`config.mk`:
```
export PLATFORM = sky130hd
export DESIGN_NAME = mem_wb_stage_flat
export DESIGN_NICKNAME = d
export VERILOG_FILES = /design/src/rtl/mem_wb_stage_if.sv /design/src/rtl/mem_wb_stage.sv /design/src/flat_wrapper.sv
export SDC_FILE = /design/constraint.sdc
export NUM_CORES = 1
export LEC_CHECK = 0
export ABC_AREA = 1
export ABC_CLOCK_PERIOD_IN_PS = 2600
export BUFFER_PORTS_ARGS = -buffer_cell sky130_fd_sc_hd__buf_2
export CORE_ASPECT_RATIO = 0.7
export CORE_UTILIZATION = 47
export DETAILED_ROUTE_END_ITERATION = 7
export PLACE_DENSITY = 0.8
export SKIP_LAST_GASP = 1
export SLEW_MARGIN = 20
export SYNTH_ARGS = -nofsm -noshare
export SYNTH_HDL_FRONTEND = slang
export SYNTH_SLANG_ARGS = --single-unit
```
`constraint.sdc`:
```
create_clock -name clk_i -period 2.6 [get_ports clk_i]
set_input_delay 0.39 -clock clk_i [delete_from_list [all_inputs] [get_ports clk_i]]
set_output_delay 0.39 -clock clk_i [all_outputs]
set_load 0.01 [all_outputs]
```
`src/rtl/mem_wb_stage_if.sv`:
```
// Interface bundling the memory/write-back stage signals.
//   Upstream bundle : stage4in, pc, ir, data, addr      (execute stage -> this stage)
//   Memory port     : mem_addr, mem_wdata, mem_rd, mem_we (stage -> memory),
//                     mem_rdata, mem_ack                  (memory -> stage)
//   Write-back      : reg_we, reg_waddr, reg_wdata        (stage -> register file)
//   Redirect        : br_valid, br_taken, br_target       (stage -> fetch)
//   Status          : busy, mem_err                       (stage -> pipeline control)
// The stage connects through the slave modport; its environment uses master.
interface mem_wb_stage_if #(
   parameter int unsigned DataW = 16,
   parameter int unsigned RegAw = 4
);
   logic             stage4in;
   logic [DataW-1:0] pc;
   logic [DataW-1:0] ir;
   logic [DataW-1:0] data;
   logic [DataW-1:0] addr;

   logic [DataW-1:0] mem_rdata;
   logic             mem_ack;
   logic [DataW-1:0] mem_addr;
   logic [DataW-1:0] mem_wdata;
   logic             mem_rd;
   logic             mem_we;

   logic             reg_we;
   logic [RegAw-1:0] reg_waddr;
   logic [DataW-1:0] reg_wdata;

   logic             br_valid;
   logic             br_taken;
   logic [DataW-1:0] br_target;

   logic             busy;
   logic             mem_err;

   modport slave (
      input  stage4in, pc, ir, data, addr, mem_rdata, mem_ack,
      output mem_addr, mem_wdata, mem_rd, mem_we,
      output reg_we, reg_waddr, reg_wdata,
      output br_valid, br_taken, br_target,
      output busy, mem_err
   );

   modport master (
      output stage4in, pc, ir, data, addr, mem_rdata, mem_ack,
      input  mem_addr, mem_wdata, mem_rd, mem_we,
      input  reg_we, reg_waddr, reg_wdata,
      input  br_valid, br_taken, br_target,
      input  busy, mem_err
   );
endinterface

```
`src/rtl/mem_wb_stage.sv`:
```
// Memory / write-back stage (4/5) of the 16-bit CPU.
// Captures one executed instruction per stage4in strobe while idle and performs its side
// effect: a data-memory read or write over a req/ack handshake, a register write-back, or a
// branch/jump redirect. busy holds the upstream stages while the stage is occupied.
// Ports:
//   clk_i   - clock, all state changes on the rising edge
//   rst_i   - asynchronous, active-high reset
//   bus_io  - mem_wb_stage_if slave modport (bundle in, memory port, write-back, redirect,
//             busy, sticky mem_err)
// Instruction fields: op = ir[15:12], destination register = ir[11:8].
// All outputs are decoded from the state register and latched bundle only.
module mem_wb_stage #(
   parameter int unsigned DataW      = 16,
   parameter int unsigned RegAw      = 4,
   parameter int unsigned MemTimeout = 15
) (
   input  logic                  clk_i,
   input  logic                  rst_i,
   mem_wb_stage_if.slave         bus_io
);

   localparam int unsigned OpW  = 4;
   localparam int unsigned CntW = $clog2(MemTimeout + 1);

   localparam logic [OpW-1:0] OpAdd  = 4'h1;
   localparam logic [OpW-1:0] OpSub  = 4'h2;
   localparam logic [OpW-1:0] OpSlt  = 4'h3;
   localparam logic [OpW-1:0] OpAnd  = 4'h4;
   localparam logic [OpW-1:0] OpOr   = 4'h5;
   localparam logic [OpW-1:0] OpAddi = 4'h6;
   localparam logic [OpW-1:0] OpLw   = 4'h7;
   localparam logic [OpW-1:0] OpSw   = 4'h8;
   localparam logic [OpW-1:0] OpBeq  = 4'h9;
   localparam logic [OpW-1:0] OpJump = 4'hA;

   typedef enum logic [2:0] {StIdle, StRd, StWr, StWb, StBr} state_e;

   state_e           state_q, state_d;
   logic [OpW-1:0]   op_q, op_d;
   logic [RegAw-1:0] rd_q, rd_d;
   logic [DataW-1:0] data_q, data_d;
   logic [DataW-1:0] addr_q, addr_d;
   logic [DataW-1:0] rdata_q, rdata_d;
   logic [CntW-1:0]  cnt_q, cnt_d;
   logic             err_q, err_d;

   logic [OpW-1:0]   op_in;
   logic [RegAw-1:0] rd_in;

   logic [DataW-1:0] mem_addr, mem_wdata, reg_wdata, br_target;
   logic [RegAw-1:0] reg_waddr;
   logic             mem_rd, mem_we, reg_we, br_valid, br_taken;

   assign op_in = bus_io.ir[DataW-1 -: OpW];
   assign rd_in = bus_io.ir[RegAw+7:8];

   always_comb begin
      state_d   = state_q;
      op_d      = op_q;
      rd_d      = rd_q;
      data_d    = data_q;
      addr_d    = addr_q;
      rdata_d   = rdata_q;
      cnt_d     = cnt_q;
      err_d     = err_q;
      mem_addr  = '0;
      mem_wdata = '0;
      mem_rd    = 1'b0;
      mem_we    = 1'b0;
      reg_we    = 1'b0;
      reg_waddr = '0;
      reg_wdata = '0;
      br_valid  = 1'b0;
      br_taken  = 1'b0;
      br_target = '0;

      unique case (state_q)
         StIdle: begin
            if (bus_io.stage4in) begin
               op_d   = op_in;
               rd_d   = rd_in;
               data_d = bus_io.data;
               addr_d = bus_io.addr;
               cnt_d  = '0;
               case (op_in)
                  OpLw:                                    state_d = StRd;
                  OpSw:                                    state_d = StWr;
                  OpAdd, OpSub, OpSlt, OpAnd, OpOr, OpAddi: state_d = StWb;
                  OpBeq, OpJump:                           state_d = StBr;
                  default:                                 state_d = StIdle;
               endcase
            end
         end
         StRd: begin
            mem_rd   = 1'b1;
            mem_addr = addr_q;
            // An ack arriving on the expiry cycle still wins over the timeout.
            if (bus_io.mem_ack) begin
               rdata_d = bus_io.mem_rdata;
               state_d = StWb;
            end else if (cnt_q == CntW'(MemTimeout - 1)) begin
               err_d   = 1'b1;
               state_d = StIdle;
            end else begin
               cnt_d = cnt_q + 1'b1;
            end
         end
         StWr: begin
            mem_we    = 1'b1;
            mem_addr  = addr_q;
            mem_wdata = data_q;
            if (bus_io.mem_ack) begin
               state_d = StIdle;
            end else if (cnt_q == CntW'(MemTimeout - 1)) begin
               err_d   = 1'b1;
               state_d = StIdle;
            end else begin
               cnt_d = cnt_q + 1'b1;
            end
         end
         StWb: begin
            reg_we    = 1'b1;
            reg_waddr = rd_q;
            reg_wdata = (op_q == OpLw) ? rdata_q : data_q;
            state_d   = StIdle;
         end
         StBr: begin
            br_valid = 1'b1;
            if (op_q == OpBeq) begin
               // Execute stage reports the BEQ compare as all-ones when equal.
               br_taken  = (data_q == {DataW{1'b1}});
               br_target = addr_q;
            end else begin
               br_taken  = 1'b1;
               br_target = data_q;
            end
            state_d = StIdle;
         end
         default: state_d = StIdle;
      endcase
   end

   always_ff @(posedge clk_i or posedge rst_i) begin
      if (rst_i) begin
         state_q <= StIdle;
         op_q    <= '0;
         rd_q    <= '0;
         data_q  <= '0;
         addr_q  <= '0;
         rdata_q <= '0;
         cnt_q   <= '0;
         err_q   <= 1'b0;
      end else begin
         state_q <= state_d;
         op_q    <= op_d;
         rd_q    <= rd_d;
         data_q  <= data_d;
         addr_q  <= addr_d;
         rdata_q <= rdata_d;
         cnt_q   <= cnt_d;
         err_q   <= err_d;
      end
   end

   assign bus_io.mem_addr  = mem_addr;
   assign bus_io.mem_wdata = mem_wdata;
   assign bus_io.mem_rd    = mem_rd;
   assign bus_io.mem_we    = mem_we;
   assign bus_io.reg_we    = reg_we;
   assign bus_io.reg_waddr = reg_waddr;
   assign bus_io.reg_wdata = reg_wdata;
   assign bus_io.br_valid  = br_valid;
   assign bus_io.br_taken  = br_taken;
   assign bus_io.br_target = br_target;
   assign bus_io.busy      = (state_q != StIdle);
   assign bus_io.mem_err   = err_q;

endmodule

```
`src/flat_wrapper.sv`:
```
// flat-port wrapper written by rule: the top's interface ports become plain ports
module mem_wb_stage_flat 
#(
   parameter int unsigned DataW      = 16,
   parameter int unsigned RegAw      = 4,
   parameter int unsigned MemTimeout = 15
)
  (clk_i, rst_i, bus_io_stage4in, bus_io_pc, bus_io_ir, bus_io_data, bus_io_addr, bus_io_mem_rdata, bus_io_mem_ack, bus_io_mem_addr, bus_io_mem_wdata, bus_io_mem_rd, bus_io_mem_we, bus_io_reg_we, bus_io_reg_waddr, bus_io_reg_wdata, bus_io_br_valid, bus_io_br_taken, bus_io_br_target, bus_io_busy, bus_io_mem_err);
  mem_wb_stage_if #(.DataW(DataW), .RegAw(RegAw)) bus_io_i ();
  input  logic clk_i;
  input  logic rst_i;
  input wire logic [$bits(bus_io_i.stage4in)-1:0] bus_io_stage4in;
  input wire logic [$bits(bus_io_i.pc)-1:0] bus_io_pc;
  input wire logic [$bits(bus_io_i.ir)-1:0] bus_io_ir;
  input wire logic [$bits(bus_io_i.data)-1:0] bus_io_data;
  input wire logic [$bits(bus_io_i.addr)-1:0] bus_io_addr;
  input wire logic [$bits(bus_io_i.mem_rdata)-1:0] bus_io_mem_rdata;
  input wire logic [$bits(bus_io_i.mem_ack)-1:0] bus_io_mem_ack;
  output wire logic [$bits(bus_io_i.mem_addr)-1:0] bus_io_mem_addr;
  output wire logic [$bits(bus_io_i.mem_wdata)-1:0] bus_io_mem_wdata;
  output wire logic [$bits(bus_io_i.mem_rd)-1:0] bus_io_mem_rd;
  output wire logic [$bits(bus_io_i.mem_we)-1:0] bus_io_mem_we;
  output wire logic [$bits(bus_io_i.reg_we)-1:0] bus_io_reg_we;
  output wire logic [$bits(bus_io_i.reg_waddr)-1:0] bus_io_reg_waddr;
  output wire logic [$bits(bus_io_i.reg_wdata)-1:0] bus_io_reg_wdata;
  output wire logic [$bits(bus_io_i.br_valid)-1:0] bus_io_br_valid;
  output wire logic [$bits(bus_io_i.br_taken)-1:0] bus_io_br_taken;
  output wire logic [$bits(bus_io_i.br_target)-1:0] bus_io_br_target;
  output wire logic [$bits(bus_io_i.busy)-1:0] bus_io_busy;
  output wire logic [$bits(bus_io_i.mem_err)-1:0] bus_io_mem_err;
  assign bus_io_i.stage4in = bus_io_stage4in;
  assign bus_io_i.pc = bus_io_pc;
  assign bus_io_i.ir = bus_io_ir;
  assign bus_io_i.data = bus_io_data;
  assign bus_io_i.addr = bus_io_addr;
  assign bus_io_i.mem_rdata = bus_io_mem_rdata;
  assign bus_io_i.mem_ack = bus_io_mem_ack;
  assign bus_io_mem_addr = bus_io_i.mem_addr;
  assign bus_io_mem_wdata = bus_io_i.mem_wdata;
  assign bus_io_mem_rd = bus_io_i.mem_rd;
  assign bus_io_mem_we = bus_io_i.mem_we;
  assign bus_io_reg_we = bus_io_i.reg_we;
  assign bus_io_reg_waddr = bus_io_i.reg_waddr;
  assign bus_io_reg_wdata = bus_io_i.reg_wdata;
  assign bus_io_br_valid = bus_io_i.br_valid;
  assign bus_io_br_taken = bus_io_i.br_taken;
  assign bus_io_br_target = bus_io_i.br_target;
  assign bus_io_busy = bus_io_i.busy;
  assign bus_io_mem_err = bus_io_i.mem_err;
  mem_wb_stage #(.DataW(DataW), .RegAw(RegAw), .MemTimeout(MemTimeout)) u_core (.clk_i(clk_i), .rst_i(rst_i), .bus_io(bus_io_i));
endmodule
```
# After elaboration in Yosys (flattened, before gate mapping)
# Memories as Yosys holds them, arrays and structs flattened.
# Index checks and enable logic that the tools add are counted.
[word_totals] regBits=64 inputBits=84 n_memories=1 elab_cells=52 mem_bits_ro=48 output_inout_bits=75
[mem_list] name="(no name shown)" depth=16 width=3 read_ports=1 rd_ports_with_merged_regs=0 wr=0 line_no="mem_wb_stage.sv:85" text="case (op_in)"
[op_classes] bitwise_logic=1 muxes=22 n_reduce_logical=8 n_eq_ne=11 addsub=1
[ops] operator="16-bit two-way mux" count=6
[ops] operator="16-bit equality test (second input constant)" count=1
[ops] operator="4-bit two-way mux" count=4
[ops] operator="3-bit two-way mux" count=4
[ops] operator="3-bit case mux with 3 select lines" count=1
[ops] operator="4-bit equality test (second input constant)" count=2
[ops] operator="4-bit case mux with 2 select lines" count=1
[ops] operator="3-bit by 2-bit equality test with 1-bit output (second input constant)" count=2
[ops] operator="1-bit two-way mux" count=6
[ops] operator="2-bit inequality test (second input constant)" count=3
[ops] operator="4-bit by 1-bit adder with 4-bit output (second input constant)" count=1
[ops] operator="4-bit by 3-bit equality test with 1-bit output (second input constant)" count=1
[ops] operator="2-bit AND reduction" count=2
[ops] operator="4-bit AND reduction" count=1
[ops] operator="3-bit by 1-bit equality test with 1-bit output (second input constant)" count=1
[ops] operator="3-bit equality test (second input constant)" count=1
[ops] operator="3-bit zero test" count=1
[ops] operator="3-bit AND reduction" count=1
[ops] operator="3-bit nonzero test" count=1
[ops] operator="2-bit nonzero test" count=1
[ops] operator="2-bit OR reduction" count=1
[ops] operator="1-bit inverter" count=1

# Depth between registers and ports, before layout
# Gate-level depths: netlist of run 1.
[depth] word_depth=4 depth_mapped=8 depth_no_buf=8

# Least setup slack after synthesis of run 1
# Ideal clock, no wire load.
[synth_timing] path_kind="register to output" start="reg u_core.state_q[1]" end="out bus_io_br_target[12]" required_time_ns=2.210 t_arrival_ns=1.246 n_path_buf=2 path_slack_ns=0.964 stages_incl_launch_ff=8 cell_sequence="dfrtp_1 buf_6 nor2_4 nand2_1 inv_1 buf_4 o21ai_0 a21oi_1"
[synth_via] elab_chain_len=2
[synth_rtl] item="from (decl)" line_no="mem_wb_stage.sv:38" text="state_e state_q, state_d;"
[synth_rtl] item="from (signal assigned)" line_no="mem_wb_stage.sv:145" text="state_q <= StIdle;"
[synth_rtl] item="from (signal assigned)" line_no="mem_wb_stage.sv:154" text="state_q <= state_d;"
[synth_rtl] item="3-bit equality test" line_no="mem_wb_stage.sv:77" text="unique case (state_q)"
[synth_rtl] item="16-bit two-way mux" line_no="mem_wb_stage.sv:77"
[synth_rtl] item="to (decl)" line_no="flat_wrapper.sv:28" text="output wire logic [$bits(bus_io_i.br_target)-1:0] bus_io_br_target;"
# No other way between the ends.

# Final worst setup path of run 1
[layout_timing] start="reg u_core.state_q[1]" end="out bus_io_br_target[3]"
# The elaborated chain is that of the path after synthesis.

==> results of run 1 <==
## power breakdown
group	leakage [nW]	switching, W	total, W	internal [W]
sequential	0.801	0.000283	0.00172	0.00144
clock	0.117	0.000375	0.000995	0.000620
combinational	1.51	0.00124	0.00183	0.000584
total	2.43	0.00190	0.00454	0.00264
## registers in the layout (all words and copies together) (netlist names)
signal,count
u_core.cnt_q,4
u_core.op_q,4
u_core.state_q,3
u_core.rdata_q,16
u_core.bus_io.mem_err,1
u_core.rd_q,4
u_core.data_q,16
u_core.addr_q,16
## cell type report
type / instances / area (µm²)
clock buffer: 14 / 172.7
clock inverter: 2 / 60.06
fill: 637 / 2570
inverter: 60 / 227.7
multi-input combinational: 307 / 1469
sequential: 64 / 1602
tap: 94 / 117.6
timing repair buffer: 138 / 725.7
## per-layer routing
layer  track usage (%)  up-vias  routed length, µm
li1                  -     1698                  -
met1             37.62     1577               4669
met2             39.07      154               4211
met3             7.537       11                839
met4             5.321        0                 93
met5                 0        -                  0
## through the flow
step	area (µm²)	std cells	util, %	hold WS (ns)	power [W]
CTS	4374	679	62.99	0.1369	0.004533
global route	4374	679	62.99	0.1799	0.004854
global placement	4141	663	59.64	0.4698	0.003448
finish	4374	679	62.99	0.1254	0.004541
floorplan	3481	455	-	0.4530	0.002975
detailed placement	4141	663	59.64	0.4764	0.003531
## cell usage after synthesis (all sizes together)
cell type  instances  share of area (%)
nand2            115                 13
o21ai             88                 13
dfrtp             64                 46
inv               60                6.5
nor2              46                5.9
a21oi             37                5.6
buf               15                4.3
clkbuf             9               0.97
nand3              9                1.8
ha                 4                1.4
nand4              4               0.72
nand3b             1               0.58
nor3b              1               0.36
o21bai             1               0.22
xor2               1               0.25
## path summary, 6_finish.rpt
check	start	end	slack [ns]	cells after the start
max in group asynchronous	rst_i	u_core.addr_q[1]	1.85	3
setup / recovery	u_core.state_q[1]	bus_io_br_target[3]	0.18	6
hold / removal	rst_i	u_core.rd_q[1]	0.13	2
hold reg to reg	u_core.rdata_q[3]	u_core.rdata_q[3]	0.51	2
min in group clk_i	bus_io_ir[14]	u_core.state_q[2]	0.24	2
setup reg to reg	u_core.state_q[1]	u_core.addr_q[5]	0.87	6
## worst max-delay path: stages, from the launching register on
cell and delay, ns:
dfrtp_1 0.51, nor2_4 0.18, nand2_1 0.09, inv_1 0.37, o21ai_0 0.17, a21oi_1 0.21, buf_2 0.17
## logic make-up (layout without fill, tap and decap cells)
kind of cell | count (synthesis) | count (layout) | synth area share [%]
compound gates | 126 | 126 | 18.51
flops | 64 | 64 | 46.01
buf+inv | 84 | 214 | 11.79
simple gates | 176 | 176 | 22.00
fa+ha+maj | 4 | 4 | 1.438
xor+xnor | 1 | 1 | 0.2517
## cells in the final DEF (no fill, tap or decap), drive strengths merged
master and instances:
o21ai 88, buf 138, nand4 4, nor2 46, a21oi 37, xor2 1, nor3b 1, bufinv 2
nand2 115, inv 60, ha 4, nand3b 1, o21bai 1, dfrtp 64, clkbuf 14, nand3 9
==> metrics.md, run 1 <==
| Metric | Value |
|---|---|
| GR Util All Layers | `25.91%` |
| Yosys warns | `0` |
| Post-cts sizing count | `0` |
| Status | `finished clean` |
| Syn Area/Cell | `7.650 µm²` |
| Crit path time final | `2.422 ns` |
| Slew headroom | `51.04%` |
| Final worst slack | `0.1777 ns` |
| CTS tree | `done` |
| Final Hold Fails | `0` |
| Tightest Pin Transition | `0.7336 ns` |
| Post-CTS setup repair buffer count | `0` |
| Place WS | `0.5540 ns` |
| Setup crit end kind | `primary output` |
| RSZ-0062 raised after global routing | `false` |
| Setup-failing EPs final | `0` |
| Top-Level Pins | `159` |
| Clock Latency Late Sink | `0.34 ns` |
| Slew Viols, Final | `0` |
| Pwr/cell area | `1038 nW/µm²` |
| Placeable Area | `6944 µm²` |
| Type of element launching the critical path | `register` |
| H-tree depth | `3` |
| CTS buffer count | `9` |
| Syn_nets | `543` |
| Antenna violations before repair | `0` |
| Kind of critical path | `reg2out` |
| Peak VDD IR | `0.4626 mV` |
| Initial Utilization | `50.13%` |
| Fraction of layout cells with a size suffix above 1 | `28.55%` |
| Clock sink count | `64` |
| GP Congestion | `0.8840` |
| Cell Area, Synth | `3481 µm²` |
| Vias | `3440` |
| Die X | `104.9 µm` |
| # rows | `25` |
| F_max | `412.8 MHz` |
| Wire per inst | `14.45 µm` |
| Root Driver | `clkbuf_8` |
| Fin crit share | `93.16%` |
| WL final | `9814 µm` |
| CP max FO | `17` |
| CTS clock-pin slew for the worst setup and hold paths | `0.07 ns` |
| Hold bufs inserted after CTS | `0` |
| Hpwl dp | `7170 µm` |
| Sequential area share after synthesis | `46.01%` |
| CP required | `2.21 ns` |
| Die area | `7760 µm²` |
| Max Cap Viol | `0` |
| Antenna Cells | `0` |
| Leak | `2.429 nW` |
| First-pass GRT wire length | `15230 µm` |
| Setup TNS | `0 ns` |
| Largest net degree at the start of global routing | `61` |
| Clock tree buffer depth | `2` |
| Height of the chip | `74 µm` |
| Vias in the first global route | `3083` |
| Antenna viol nets, final | `0` |
| Hold Path Class | `in2async` |
| Mapped Cells | `455` |
| Port Buf Inserts | `134` |
| Layout area overhead | `25.67%` |
| Vias/cell | `5.066` |
| Residual DRC | `0` |
| Fin Clk Skew | `0.008214 ns` |
| GRT Residual Overflow | `0` |
| Cell variety after synth | `27` |
| Pre-antenna DRT Iters | `5` |
| Register bit count reported by yosys | `64` |
| DRT iter0 DRCs | `314` |
| Final Net Count | `668` |
| Arr. time, crit path | `2.03 ns` |
Note: power is estimated with default switching activity, not from simulation.
==> run 2: changes to the inputs <==
CORE_UTILIZATION = 49   (was 47)
CTS_BUF_LIST = sky130_fd_sc_hd__clkbuf_4   (was default)
PLACE_DENSITY = default   (was 0.8)
PLACE_DENSITY_LB_ADDON = 0.1   (was default)
==> metrics.md, run 2 (synthesis gave the netlist of run 1 again) <==
| Metric | Value |
|---|---|
| Die X | `102.7 µm` |
| Setup-failing EPs final | `0` |
| H-tree depth | `3` |
| Vias in the first global route | `2973` |
| CP required | `2.21 ns` |
| Hold WS | `0.1625 ns` |
| CP max FO | `17` |
| Type of element launching the critical path | `register` |
| Sw Ratio | `44.88%` |
| Vias | `3409` |
| Hold Path Class | `in2reg` |
| Antenna Cells | `0` |
| First-pass GRT wire length | `14920 µm` |
| Layout area overhead | `23.33%` |
| GRT Residual Overflow | `0` |
| Peak VDD IR | `0.4464 mV` |
| Arr. time, crit path | `2.00 ns` |
| F_max | `419.3 MHz` |
| Final Net Count | `671` |
| Final worst slack | `0.2148 ns` |
| Slew headroom | `71.59%` |
| Gate power share | `43.5%` |
| Initial Utilization | `51.05%` |
| Slowest stage cell, crit path | `dfrtp_1` |
| CTS tree | `done` |
| Max Cap Viol | `0` |
| CP top delay family | `flip-flops` |
| Buf/Inv on CP | `2` |
| Worst path max stage delay | `0.52 ns` |
| Fin Clk Skew | `0.009246 ns` |
| Cell area after placement | `4144 µm²` |
| Clock sink count | `64` |
| GP Congestion | `0.8445` |
| Internal Pwr Total | `0.002316 W` |
| Height of the chip | `72.52 µm` |
| Top-Level Pins | `159` |
| Kind of critical path | `reg2out` |
| DRT iter0 DRCs | `232` |
| Setup TNS | `0 ns` |
| Sequential Power Share | `40.7%` |
| Die area | `7450 µm²` |
| Most frequent cells in the layout | `134 x buf_2, 113 x nand2_1, 64 x o21ai_0, 64 x dfrtp_1, 54 x inv_1` |
| Placeable Area | `6819 µm²` |
| Setup crit end kind | `primary output` |
| Pre-antenna DRT Iters | `5` |
| CP Cell Sequence | `nor2_4 -> nand2_1 -> clkinvlp_4 -> o21ai_0 -> a21oi_1 -> buf_2` |
| Antenna viol nets, final | `0` |
| Fraction of layout cells with a size suffix above 1 | `29.25%` |
| Place WS | `0.4813 ns` |
| Pwr/cell area | `978.9 nW/µm²` |
| Fin crit share | `91.74%` |
| Slew Viols, Final | `0` |
| CTS buffer count | `9` |
| Most common cell after layout, fill and taps aside | `buf_2` |
| Largest net degree at the start of global routing | `73` |
| Port Buf Inserts | `134` |
| # rows | `25` |
| Wire per inst | `14.21 µm` |
| WL final | `9689 µm` |
| Status | `finished clean` |
| Root Driver | `clkbuf_4` |
| Hpwl dp | `7184 µm` |
| CTS clock-pin slew for the worst setup and hold paths | `0.11 ns` |
| Residual DRC | `0` |
| Final Hold Fails | `0` |
| Design area | `4293 µm²` |
| Clock Latency Late Sink | `0.42 ns` |
| GR Util All Layers | `27.20%` |
| Clk pwr share | `15.8%` |
| Vias/cell | `4.999` |
| Top Registers | `u_core.addr_q x16, u_core.data_q x16, u_core.rdata_q x16` |
| RSZ-0062 raised after global routing | `false` |
| Switching power | `0.001886 W` |
| Crit path time final | `2.385 ns` |
| Leak | `2.383 nW` |
| Tightest Pin Transition | `0.4257 ns` |
| Clock tree buffer depth | `2` |
| Antenna violations before repair | `0` |
[run 2: cell count changes in the layout (fill, tap and decap cells not counted), moves of 2 or more]
cell / before / now
clkbuf_4: 0 / 10
clkbuf_8: 12 / 0
clkinvlp_4: 0 / 3
clkbuf_1: 2 / 0
buf_4: 2 / 5
clkinv_2: 0 / 3
[run 2: layer usage]
metal  routed length, µm  up-vias  GRT usage, %  share of wire, %
met1                4635     1561         40.21                48
li1                    -     1702             -                 -
met3                 619       12         5.877               6.4
met2                4337      134         40.30                45
met5                   0        -             0                 0
met4                  96        0         7.668              0.99
[run 2: timing repair]
action | CTS | global route
endpoints found under the setup margin | 0 | 16
hold buffers | 1 | 0
buffers inserted | 0 | 0
hold endpoints to repair | 18 | 0
resized for setup | 0 | 1
[run 2: worst register-to-register path: stages, from the launching register on]
cell and delay, ns:
dfrtp_1 0.57, nand3b_4 0.37, nand2_4 0.14, inv_4 0.22
nor2_1 0.07, nand2_1 0.07, nand2_1 0.04
[run 2: power by group through the flow]
| stage | Sequential (W) | Combinational [W] | Clock (W) |
|---|---|---|---|
| global placement | 0.00170 | 0.00177 | 0 |
| finish | 0.00171 | 0.00183 | 0.000664 |
| CTS | 0.00170 | 0.00182 | 0.000679 |
| detailed placement | 0.00172 | 0.00181 | 0 |
| floorplan | 0.00162 | 0.00135 | 0 |
| global route | 0.00176 | 0.00206 | 0.000717 |
[run 2: worst paths after layout]
path	end	start	cells after the start	slack, ns
max	bus_io_br_target[1]	u_core.state_q[1]	6	0.21
min	u_core.state_q[2]	bus_io_ir[14]	2	0.16
max reg2reg	u_core.cnt_q[0]	u_core.state_q[1]	6	1.01
min reg2reg	u_core.rdata_q[13]	u_core.rdata_q[13]	2	0.51
max in group asynchronous	u_core.rdata_q[5]	rst_i	4	1.43
min in group asynchronous	u_core.data_q[5]	rst_i	3	0.49
[run 2: metrics by stage]
step	cells	power [W]	utilization (%)
finish	682	0.004202	62.95
CTS	682	0.004200	62.90
global route	682	0.004535	62.95
detailed placement	665	0.003530	60.77
global placement	665	0.003476	60.77
floorplan	455	0.002975	-
[run 2: final cells by class]
class                   instances  area (µm²)
well taps                      94       117.6
flip-flops and latches         64        1602
clock inverters                 6       60.06
fillers                       673        2526
inverters                      60       231.5
multi-input cells             307        1469
clock buffers                  10       75.07
repair buffers                141       738.2
